==> src/rtl/register_file_we.sv <==
// ---------------------------------------------------------------------------
// register_file_we
//   Operand store for the single-cycle datapath: DEPTH registers of W bits.
//   It has one synchronous write port and two independent combinational read
//   ports, which feed the two ALU source operands.
//
// Parameters
//   W        data width of each register
//   DEPTH    number of registers (2..256)
//   AW       address width, $clog2(DEPTH)
//   ZERO_R0  when nonzero, register 0 is hard-wired to zero
//
// Ports
//   clk      system clock, all state changes on the rising edge
//   rst      synchronous active-high reset, clears every register, beats we
//   we       write enable
//   waddr    write address
//   wdata    write data
//   raddr_a  read address, port A      rdata_a  read data, port A
//   raddr_b  read address, port B      rdata_b  read data, port B
//
// Optional feature
//   REGFILE_BYPASS_EN  when defined, an accepted write in the current cycle is
//                      forwarded straight to any read port that addresses the
//                      write target. Storage behaviour is the same either way.
// ---------------------------------------------------------------------------
module register_file_we #(
  parameter int W       = 8,
  parameter int DEPTH   = 8,
  parameter int AW      = $clog2(DEPTH),
  parameter int ZERO_R0 = 0
) (
  input  logic          clk,
  input  logic          rst,
  input  logic          we,
  input  logic [AW-1:0] waddr,
  input  logic [W-1:0]  wdata,
  input  logic [AW-1:0] raddr_a,
  output logic [W-1:0]  rdata_a,
  input  logic [AW-1:0] raddr_b,
  output logic [W-1:0]  rdata_b
);

  // The comparison gets one extra bit so that DEPTH itself is representable.
  // This holds even when DEPTH is a power of two.
  localparam logic [AW:0] DEPTH_C = (AW + 1)'(DEPTH);

  logic [W-1:0] mem_r [DEPTH];
  logic         wr_ok_s;
  logic         byp_a_s;
  logic         byp_b_s;
  logic [W-1:0] rdata_a_s;
  logic [W-1:0] rdata_b_s;

  // An address is live when it is in range and is not a hard-wired zero r0.
  // Reads and writes share this rule.
  function automatic logic addr_ok(input logic [AW-1:0] addr);
    return ({1'b0, addr} < DEPTH_C) &&
           !((ZERO_R0 != 0) && (addr == {AW{1'b0}}));
  endfunction

  // A write takes effect only when it is enabled and aimed at a live register.
  always_comb begin
    wr_ok_s = 1'b0;
    if (we && addr_ok(waddr)) begin
      wr_ok_s = 1'b1;
    end else begin
      wr_ok_s = 1'b0;
    end
  end

`ifdef REGFILE_BYPASS_EN
  // Forward the write data when an accepted, non-reset write targets this port.
  always_comb begin
    byp_a_s = 1'b0;
    byp_b_s = 1'b0;
    if (wr_ok_s && !rst) begin
      byp_a_s = (raddr_a == waddr);
      byp_b_s = (raddr_b == waddr);
    end else begin
      byp_a_s = 1'b0;
      byp_b_s = 1'b0;
    end
  end
`else
  // Without the bypass, the ports always show the stored contents.
  always_comb begin
    byp_a_s = 1'b0;
    byp_b_s = 1'b0;
  end
`endif

  // Storage update: a reset clears everything and drops any concurrent write.
  always_ff @(posedge clk) begin
    if (rst) begin
      for (int i = 0; i < DEPTH; i++) begin
        mem_r[i] <= {W{1'b0}};
      end
    end else if (wr_ok_s) begin
      mem_r[waddr] <= wdata;
    end
  end

  // Read port A: bypass first, then storage, and zero for dead addresses.
  always_comb begin
    rdata_a_s = {W{1'b0}};
    if (byp_a_s) begin
      rdata_a_s = wdata;
    end else if (addr_ok(raddr_a)) begin
      rdata_a_s = mem_r[raddr_a];
    end else begin
      rdata_a_s = {W{1'b0}};
    end
  end

  // Read port B: same priority as port A, but it is resolved independently.
  always_comb begin
    rdata_b_s = {W{1'b0}};
    if (byp_b_s) begin
      rdata_b_s = wdata;
    end else if (addr_ok(raddr_b)) begin
      rdata_b_s = mem_r[raddr_b];
    end else begin
      rdata_b_s = {W{1'b0}};
    end
  end

  assign rdata_a = rdata_a_s;
  assign rdata_b = rdata_b_s;

endmodule

==> config.mk <==
export PLATFORM = sky130hd
export DESIGN_NAME = register_file_we
export DESIGN_NICKNAME = d
export VERILOG_FILES = /design/src/rtl/register_file_we.sv
export SDC_FILE = /design/constraint.sdc
export NUM_CORES = 1
export LEC_CHECK = 0
export ABC_CLOCK_PERIOD_IN_PS = 3700
export CAP_MARGIN = 30
export CORE_ASPECT_RATIO = 0.8
export CORE_UTILIZATION = 46
export CTS_BUF_LIST = sky130_fd_sc_hd__clkbuf_4
export DETAILED_ROUTE_END_ITERATION = 6
export DONT_BUFFER_PORTS = 1
export SETUP_SLACK_MARGIN = 0.05
export SLEW_MARGIN = 20
export SYNTH_ARGS = -nofsm -noshare
export SYNTH_HDL_FRONTEND = slang
export SYNTH_SLANG_ARGS = --single-unit
==> constraint.sdc <==
create_clock -name clk -period 3.7 [get_ports clk]
set_input_delay 0.37 -clock clk [delete_from_list [all_inputs] [get_ports clk]]
set_output_delay 0.37 -clock clk [all_outputs]
set_load 0.005 [all_outputs]
==> results of run 1 <==
## power by group through the flow
| stage | clock [mW] | combinational [mW] | sequential, mW |
|---|---|---|---|
| 3_3_place_gp | 0 | 0.165 | 0.888 |
| 6_report | 0.520 | 0.170 | 0.875 |
| 3_5_place_dp | 0 | 0.170 | 0.890 |
| 4_1_cts | 0.520 | 0.170 | 0.874 |
| 2_1_floorplan | 0 | 0.157 | 0.869 |
| 5_1_grt | 0.551 | 0.181 | 0.879 |
## critical path: stages (launching register included)
cell and delay [ps]:
edfxtp_1 460, mux4_1 560, mux2_2 300
## cell families (layout without fill, tap and decap cells)
logic type,after synthesis,after routing
AO/OA/AOI/OAI,8,8
buffers and inverters,32,25
flip-flops,64,64
multiplexers,48,48
AND/OR/NAND/NOR,70,70
## routing by layer
layer | up-vias | share of wire (%) | track usage (%)
met2 | 156 | 43 | 31.7
met3 | 17 | 14 | 7.48
met1 | 1022 | 41 | 30.5
met4 | 0 | 2.6 | 10.4
met5 | - | 0 | 0
li1 | 904 | - | -
## layout by cell type (no fill, tap or decap)
master	synthesis	routed
mux4_2	3	3
clkinv_1	8	9
o21bai_1	8	8
nand2_1	1	1
or2_2	1	1
clkbuf_4	0	9
bufinv_16	0	2
or3b_2	1	1
clkinv_2	0	3
buf_4	0	1
nor3_1	64	64
nand3b_1	1	1
mux4_1	29	29
edfxtp_1	64	64
clkinvlp_4	0	1
nand2b_1	2	2
mux2_2	16	16
## stage by stage
| stage | utilization (%) | instances | setup WS, ps | instance area [um^2] |
|---|---|---|---|---|
| final | 49.7 | 320 | 1580 | 3670 |
| after global placement | 47.6 | 304 | 1630 | 3520 |
| after floorplan | - | 222 | 1730 | 3530 |
| after CTS | 49.7 | 320 | 1580 | 3670 |
| after global routing | 49.7 | 320 | 1550 | 3670 |
| after detailed placement | 47.6 | 304 | 1510 | 3520 |
## path summary, 6_finish.rpt
| kind | from | endpoint | cells after the start |
|---|---|---|---|
| min | wdata[3] | mem_r[2][3]$_SDFFCE_PN0P_ | 2 |
| max | mem_r[1][3]$_SDFFCE_PN0P_ | rdata_a[3] | 2 |
## final cells by class
cell class	count	area, um^2
multi-input cells	126	1430
clock inverters	7	86.3
clock buffers	9	67.6
well taps	105	131
inverters	8	30.0
flip-flops and latches	64	1920
fillers	611	3720
repair buffers	1	7.51
==> flow_summary_export.csv, run 1 <==
group,metric,value,unit
outcome,status,"complete, no violations",
die,ios,36,
cts,hold_buffers,0,
sta,setup_viol,0,
power,p_leak,1.16,nW
cts,clk_pin_slew,110,ps
sta,timing.hold.ws,384,ps
synthesis,avgSynthCellArea,15.9,um^2
sta,worst-slew-pin-transition,763,ps
cts,cts_tree,"yes",
cts,cts.sinks,64,
synthesis,syn_area,3530,um^2
cells_and_area,top_regs,"mem_r x64",
detailed_routing,wl,8.30,mm
synthesis,synth-seq-cells,64,
detailed_routing,wl_per_cell,25.9,um
placed_design,gp_congestion,0.972,
setup_path,crit_required,3330,ps
cells_and_area,regMostFlops,"mem_r",
flow_run,maxCapViolations,0,
power,switching_power,0.367,mW
synthesis,syn_inst,222,
setup_path,cp-start-kind,"flop",
grt,grt_pass1_wl,11.9,mm
detailed_routing,antenna_left,0,
cts,postCtsSetupRepairBufs,0,
sta,hold_violations,0,
synthesis,synth-xor-area-share,0,%
die,core-area,7390,um^2
synthesis,ys_seq_area_share,54.5,%
synthesis,synth_top_family_by_area,"multiplexers",
placed_design,dp_hpwl,5.86,mm
cells_and_area,drive_above_1_share,17.2,%
cts,clk_path_buf_depth,2,
grt,grt_pass1_vias,1938,
synthesis,synth_top_cells_by_area,"edfxtp_1, mux4_1, nor3_1",
cts,clk_root_buffer_cell,"clkbuf_4",
sta,fmax,0.472,GHz
power,p_int,1.20,mW
detailed_routing,post-route-drc-count,0,
synthesis,yosysTopAreaCell,"edfxtp_1",
sta,rsz0062_at_grt,"no",
cts,postCtsResizedCells,0,
grt,grt_max_degree,37,
power,p_sw_share,23.4,%
synthesis,synth_top_area_share,54.5,%
sta,fin_tns_setup,0,ps
synthesis,synth_ff_type,"edfxtp_1",
sta,slew-limit-headroom,49.0,%
die,placementRows,28,
synthesis,synthSimpleGateAreaFrac,10.2,%
power,pwr-share-comb,10.8,%
die,die_w,99.9,um
synthesis,synth-compound-area-share,1.70,%
detailed_routing,vias,2099,
sta,fin_crit,2120,ps
detailed_routing,initialDrtViolationCount,336,
synthesis,yosysUniqueCellTypes,17,
power,total_power,1.56,mW
power,clkPwrFrac,33.2,%
synthesis,syn-num-nets,242,
die,die_h,80.3,um
placed_design,io_buffer_count,0,
synthesis,synthMuxAreaShare,28.6,%
cells_and_area,nNetsFinal,230,
synthesis,ys_async_sr_fraction,0,%
power,power_density,426,nW/um^2
grt,antenna_found_initial,0,
setup_path,arrival,1750,ps
grt,track_usage,22.2,%
power,seqPwrFrac,55.9,%
synthesis,synth-adder-area-share,0,%
detailed_routing,drtPass1Iterations,5,
cells_and_area,syn_to_final_growth,4.19,%
cells_and_area,diodes,0,
die,dieArea,8020,um^2
setup_path,cp-end-kind,"output pin",
setup_path,worst-path-max-fanout,2,
cts,h-tree-depth,3,
die,start_util,47.7,%
detailed_routing,routed_via_density,6.56,
synthesis,ys_top_cells_by_count,"edfxtp_1, nor3_1, mux4_1, mux2_2, clkbuf_1",
setup_path,criticalPathCategory,"flop to output pin",
grt,globalRoute.totalOverflow,0,
sta,maxSlewViolCount,0,
cts,cts_buffers,9,
sta,period_share,57.2,%
synthesis,yosys_warnings,0,
power,vdd_drop_max,0.232,mV
cells_and_area,largest_reg_flops,64,
synthesis,synth_edf_count,64,
min_path,hold_path.class,"input port to flop",
No activity file was read; power rests on OpenSTA's default activity.
==> run 2: changes to the inputs <==
- ABC_CLOCK_PERIOD_IN_PS: 3700 -> 2190
- clock period: 3.7 -> 2.19 ns (I/O delays scaled with it)
==> run 2 against run 1 <==
Clock power grew 91%. First-iteration DRC count shrank 64%. Worst hold slack lost 210 ps. Sequential power grew 67%. Combinational power grew 84%. Design area grew 3.3%. Sequential share of layout area shrank 1.7 points. Final cell count grew 4.1%. Via count grew 1.4%. Critical path type unchanged. Largest cell class unchanged.
==> flow_summary_export.csv, run 2 (same netlist as run 1, synthesis figures left out) <==
group,metric,value,unit
cts,cts.sinks,64,
cells_and_area,regMostFlops,"mem_r",
sta,slew-limit-headroom,63.6,%
die,dieArea,8020,um^2
sta,fin_tns_setup,0,ps
power,total_power,2.76,mW
sta,fin_crit,1870,ps
cts,postCtsSetupRepairBufs,0,
grt,grt_max_degree,22,
cells_and_area,nNetsFinal,243,
detailed_routing,initialDrtViolationCount,122,
cts,clk_path_buf_depth,2,
sta,maxSlewViolCount,0,
detailed_routing,antenna_left,0,
flow_run,maxCapViolations,0,
die,start_util,47.7,%
cts,cts_tree,"yes",
setup_path,cp-start-kind,"flop",
cells_and_area,diodes,0,
grt,track_usage,22.1,%
die,placementRows,28,
detailed_routing,wl_per_cell,24.7,um
setup_path,crit_required,1970,ps
cells_and_area,mostFrequentLayoutCells,"nor3_1, edfxtp_1, mux4_1, mux2_2, buf_4",
setup_path,arrival,1650,ps
cts,h-tree-depth,3,
cts,postCtsResizedCells,0,
detailed_routing,routed_via_density,6.39,
cells_and_area,syn_to_final_growth,7.63,%
die,die_w,99.9,um
power,power_density,728,nW/um^2
cells_and_area,drive_above_1_share,22.4,%
cts,cts_buffers,9,
detailed_routing,wl,8.21,mm
die,die_h,80.3,um
cts,clk_pin_slew,110,ps
detailed_routing,drtPass1Iterations,4,
sta,hold_violations,0,
cts,clk_root_buffer_cell,"clkbuf_4",
placed_design,io_buffer_count,0,
sta,timing.hold.ws,179,ps
grt,antenna_found_initial,0,
outcome,status,"complete, no violations",
grt,grt_pass1_wl,12.4,mm
sta,period_share,85.5,%
sta,fmax,0.534,GHz
setup_path,criticalPathCategory,"flop to output pin",
placed_design,gp_congestion,0.809,
min_path,hold_path.class,"input port to flop",
die,ios,36,
die,core-area,7390,um^2
detailed_routing,vias,2129,
power,p_leak,1.24,nW
sta,setup_viol,0,
power,vdd_drop_max,0.354,mV
grt,globalRoute.totalOverflow,0,
placed_design,dp_hpwl,5.57,mm
setup_path,cp-end-kind,"output pin",
cells_and_area,largest_reg_flops,64,
sta,worst-slew-pin-transition,545,ps
grt,grt_pass1_vias,2163,
detailed_routing,post-route-drc-count,0,
cells_and_area,top_regs,"mem_r x64",
setup_path,worst-path-max-fanout,2,
cts,hold_buffers,0,
sta,rsz0062_at_grt,"no",
-- run 2: cell types whose count changed in the layout (fill, tap and decap cells not counted), sizes merged --
cell,change
buf,+13
bufinv,+1
clkinvlp,-1
-- run 2: power by group --
| group | internal [mW] | switching (mW) | total [mW] | leakage, nW |
|---|---|---|---|---|
| Clock | 0.571 | 0.422 | 0.993 | 0.0994 |
| Sequential | 1.42 | 0.0354 | 1.46 | 0.613 |
| Combinational | 0.161 | 0.151 | 0.313 | 0.522 |
| Total | 2.16 | 0.609 | 2.76 | 1.24 |
-- run 2: final cells by class --
class / count / area (um^2)
inverters: 8 / 30.0
fillers: 617 / 3600
clock buffers: 9 / 67.6
repair buffers: 14 / 105
flip-flops and latches: 64 / 1920
multi-input cells: 126 / 1430
well taps: 105 / 131
clock inverters: 7 / 110
-- run 2: path summary, 6_finish.rpt --
check                 startpoint  cells after the start                        end
max    mem_r[3][3]$_SDFFCE_PN0P_                      2                 rdata_a[3]
min                     wdata[3]                      2  mem_r[7][3]$_SDFFCE_PN0P_
-- run 2: per-stage QoR --
stage          instances  utilization, %  setup slack, ps  cell area (um^2)
5_1_grt              333            51.3              253              3790
3_3_place_gp         317            48.9              607              3620
3_5_place_dp         317            48.9              560              3620
2_1_floorplan        222               -              369              3530
6_report             333            51.3              317              3790
4_1_cts              333            51.3              289              3790
-- run 2: critical path, stage by stage, from the launching register on --
cell and delay (ps):
edfxtp_1 430, mux4_1 530, mux2_2 300
-- run 2: routing by layer --
metal	track usage (%)	vias to the layer above	routed length [um]
li1	-	928	-
met1	27.6	1082	3340
met2	35.3	101	3800
met3	7.14	18	834
met4	10.4	0	238
met5	0	-	0
==> run 3: changes to the inputs <==
--- a/constraint.sdc
+++ b/constraint.sdc
@@ -3,2 +3,2 @@
 set_output_delay 0.219 -clock clk [all_outputs]
-set_load 0.005 [all_outputs]
+set_load 0.02 [all_outputs]
==> run 3 against run 2 <==
Clock power shrank 21%. First-iteration DRC count grew 5.7%. Critical path depth is the same. Critical path type unchanged. Highest routed layer unchanged. Combinational power grew 15%.
==> flow_summary_export.csv, run 3 (same netlist as run 1, synthesis figures left out) <==
group,metric,value,unit
setup_path,crit_required,1970,ps
cts,postCtsResizedCells,0,
sta,setup_viol,0,
grt,track_usage,22.1,%
detailed_routing,post-route-drc-count,0,
flow_run,maxCapViolations,0,
placed_design,dp_hpwl,5.62,mm
die,die_h,80.3,um
placed_design,gp_congestion,0.806,
grt,grt_max_degree,22,
cts,cts.sinks,64,
cts,clk_pin_slew,100,ps
sta,maxSlewViolCount,0,
cells_and_area,largest_reg_flops,64,
setup_path,cp-start-kind,"flop",
cells_and_area,nNetsFinal,243,
die,placementRows,28,
min_path,hp-start,"wdata[3]",
cells_and_area,fillers,625,
die,start_util,47.7,%
sta,period_share,87.4,%
die,die_w,99.9,um
setup_path,cp_cell_sequence,"mux4_1 -> mux2_2",
cells_and_area,diodes,0,
cells_and_area,regMostFlops,"mem_r",
cts,cts_buffers,9,
power,power_density,692,nW/um^2
detailed_routing,wl_per_cell,24.1,um
detailed_routing,antenna_left,0,
grt,antenna_found_initial,0,
placed_design,placed_area,3620,um^2
power,vdd_drop_max,0.293,mV
sta,fmax,0.523,GHz
cells_and_area,multi_input_area,1430,um^2
setup_path,cp-end-kind,"output pin",
cts,h-tree-depth,3,
cells_and_area,mostFrequentLayoutCells,"nor3_1, edfxtp_1, mux4_1, mux2_2, buf_4",
setup_path,cp-startpoint,"mem_r[3][5]$_SDFFCE_PN0P_",
cells_and_area,final-seq-area,1920,um^2
cts,clk_root_buffer_cell,"clkbuf_4",
detailed_routing,drtPass1Iterations,4,
detailed_routing,vias,2088,
die,ios,36,
grt,grt_pass1_vias,2129,
min_path,hold_path.class,"input port to flop",
sta,rsz0062_at_grt,"no",
cells_and_area,syn_to_final_growth,6.42,%
detailed_routing,initialDrtViolationCount,129,
die,dieArea,8020,um^2
cts,clk_path_buf_depth,2,
setup_path,arrival,1690,ps
cells_and_area,design_area,3750,um^2
cts,hold_buffers,0,
detailed_routing,wl,8.02,mm
outcome,status,"complete, no violations",
grt,globalRoute.totalOverflow,0,
sta,fin_tns_setup,0,ps
setup_path,crit_path_max_incr_delay,530,ps
cts,cts_tree,"yes",
cells_and_area,top_regs,"mem_r x64",
detailed_routing,routed_via_density,6.27,
cts,postCtsSetupRepairBufs,0,
placed_design,io_buffer_count,0,
sta,fin_crit,1910,ps
setup_path,criticalPathCategory,"flop to output pin",
power,total_power,2.60,mW
setup_path,worst-path-max-fanout,2,
sta,hold_violations,0,
cells_and_area,drive_above_1_share,22.4,%
setup_path,critPathSlowestCell,"mux4_1",
power,p_leak,1.22,nW
sta,worst-slew-pin-transition,533,ps
sta,slew-limit-headroom,64.5,%
die,core-area,7390,um^2
grt,grt_pass1_wl,12.3,mm
[run 3: cell types whose count changed in the layout (fill, tap and decap cells not counted), sizes merged]
| cell | before | now |
|---|---|---|
| bufinv | 3 | 1 |
| clkbuf | 9 | 12 |
| clkinv | 12 | 11 |
[run 3: final timing paths]
path	to	depth (start not counted)	slack, ps
worst min-delay path	mem_r[4][3]$_SDFFCE_PN0P_	2	180
worst max-delay path	rdata_b[5]	2	280
[run 3: cell type report]
class,instances,share of cell area [%]
Sequential cell,64,51.2
Timing Repair Buffer,14,2.80
Clock buffer,12,2.40
Inverter,8,0.800
Clock inverter,4,1.20
Multi-Input combinational cell,126,38.1
Tap cell,105,3.50
[run 3: worst max-delay path, delay by kind of cell, from the launching register on]
family,cells,cell delay [ps]
flops,1,400
mux,2,890
[run 3: power breakdown]
part	switching [mW]	internal, mW
clock network	0.398	0.382
registers	0.0355	1.42
logic	0.196	0.163
[run 3: metal layers]
layer,GRT usage (%),vias up,routed length [um]
li1,-,926,-
met1,28.1,1035,3080
met3,7.22,12,965
met2,34.2,115,3800
met4,11.0,0,174
met5,0,-,0
[run 3: through the flow]
stage | worst slack, ps | util (%) | hold WS, ps | instances
after floorplan | 369 | - | 552 | 222
after global placement | 621 | 48.9 | 583 | 317
after detailed placement | 585 | 48.9 | 589 | 317
after CTS | 249 | 50.8 | 158 | 333
after global routing | 212 | 50.8 | 163 | 333
final | 276 | 50.8 | 179 | 333
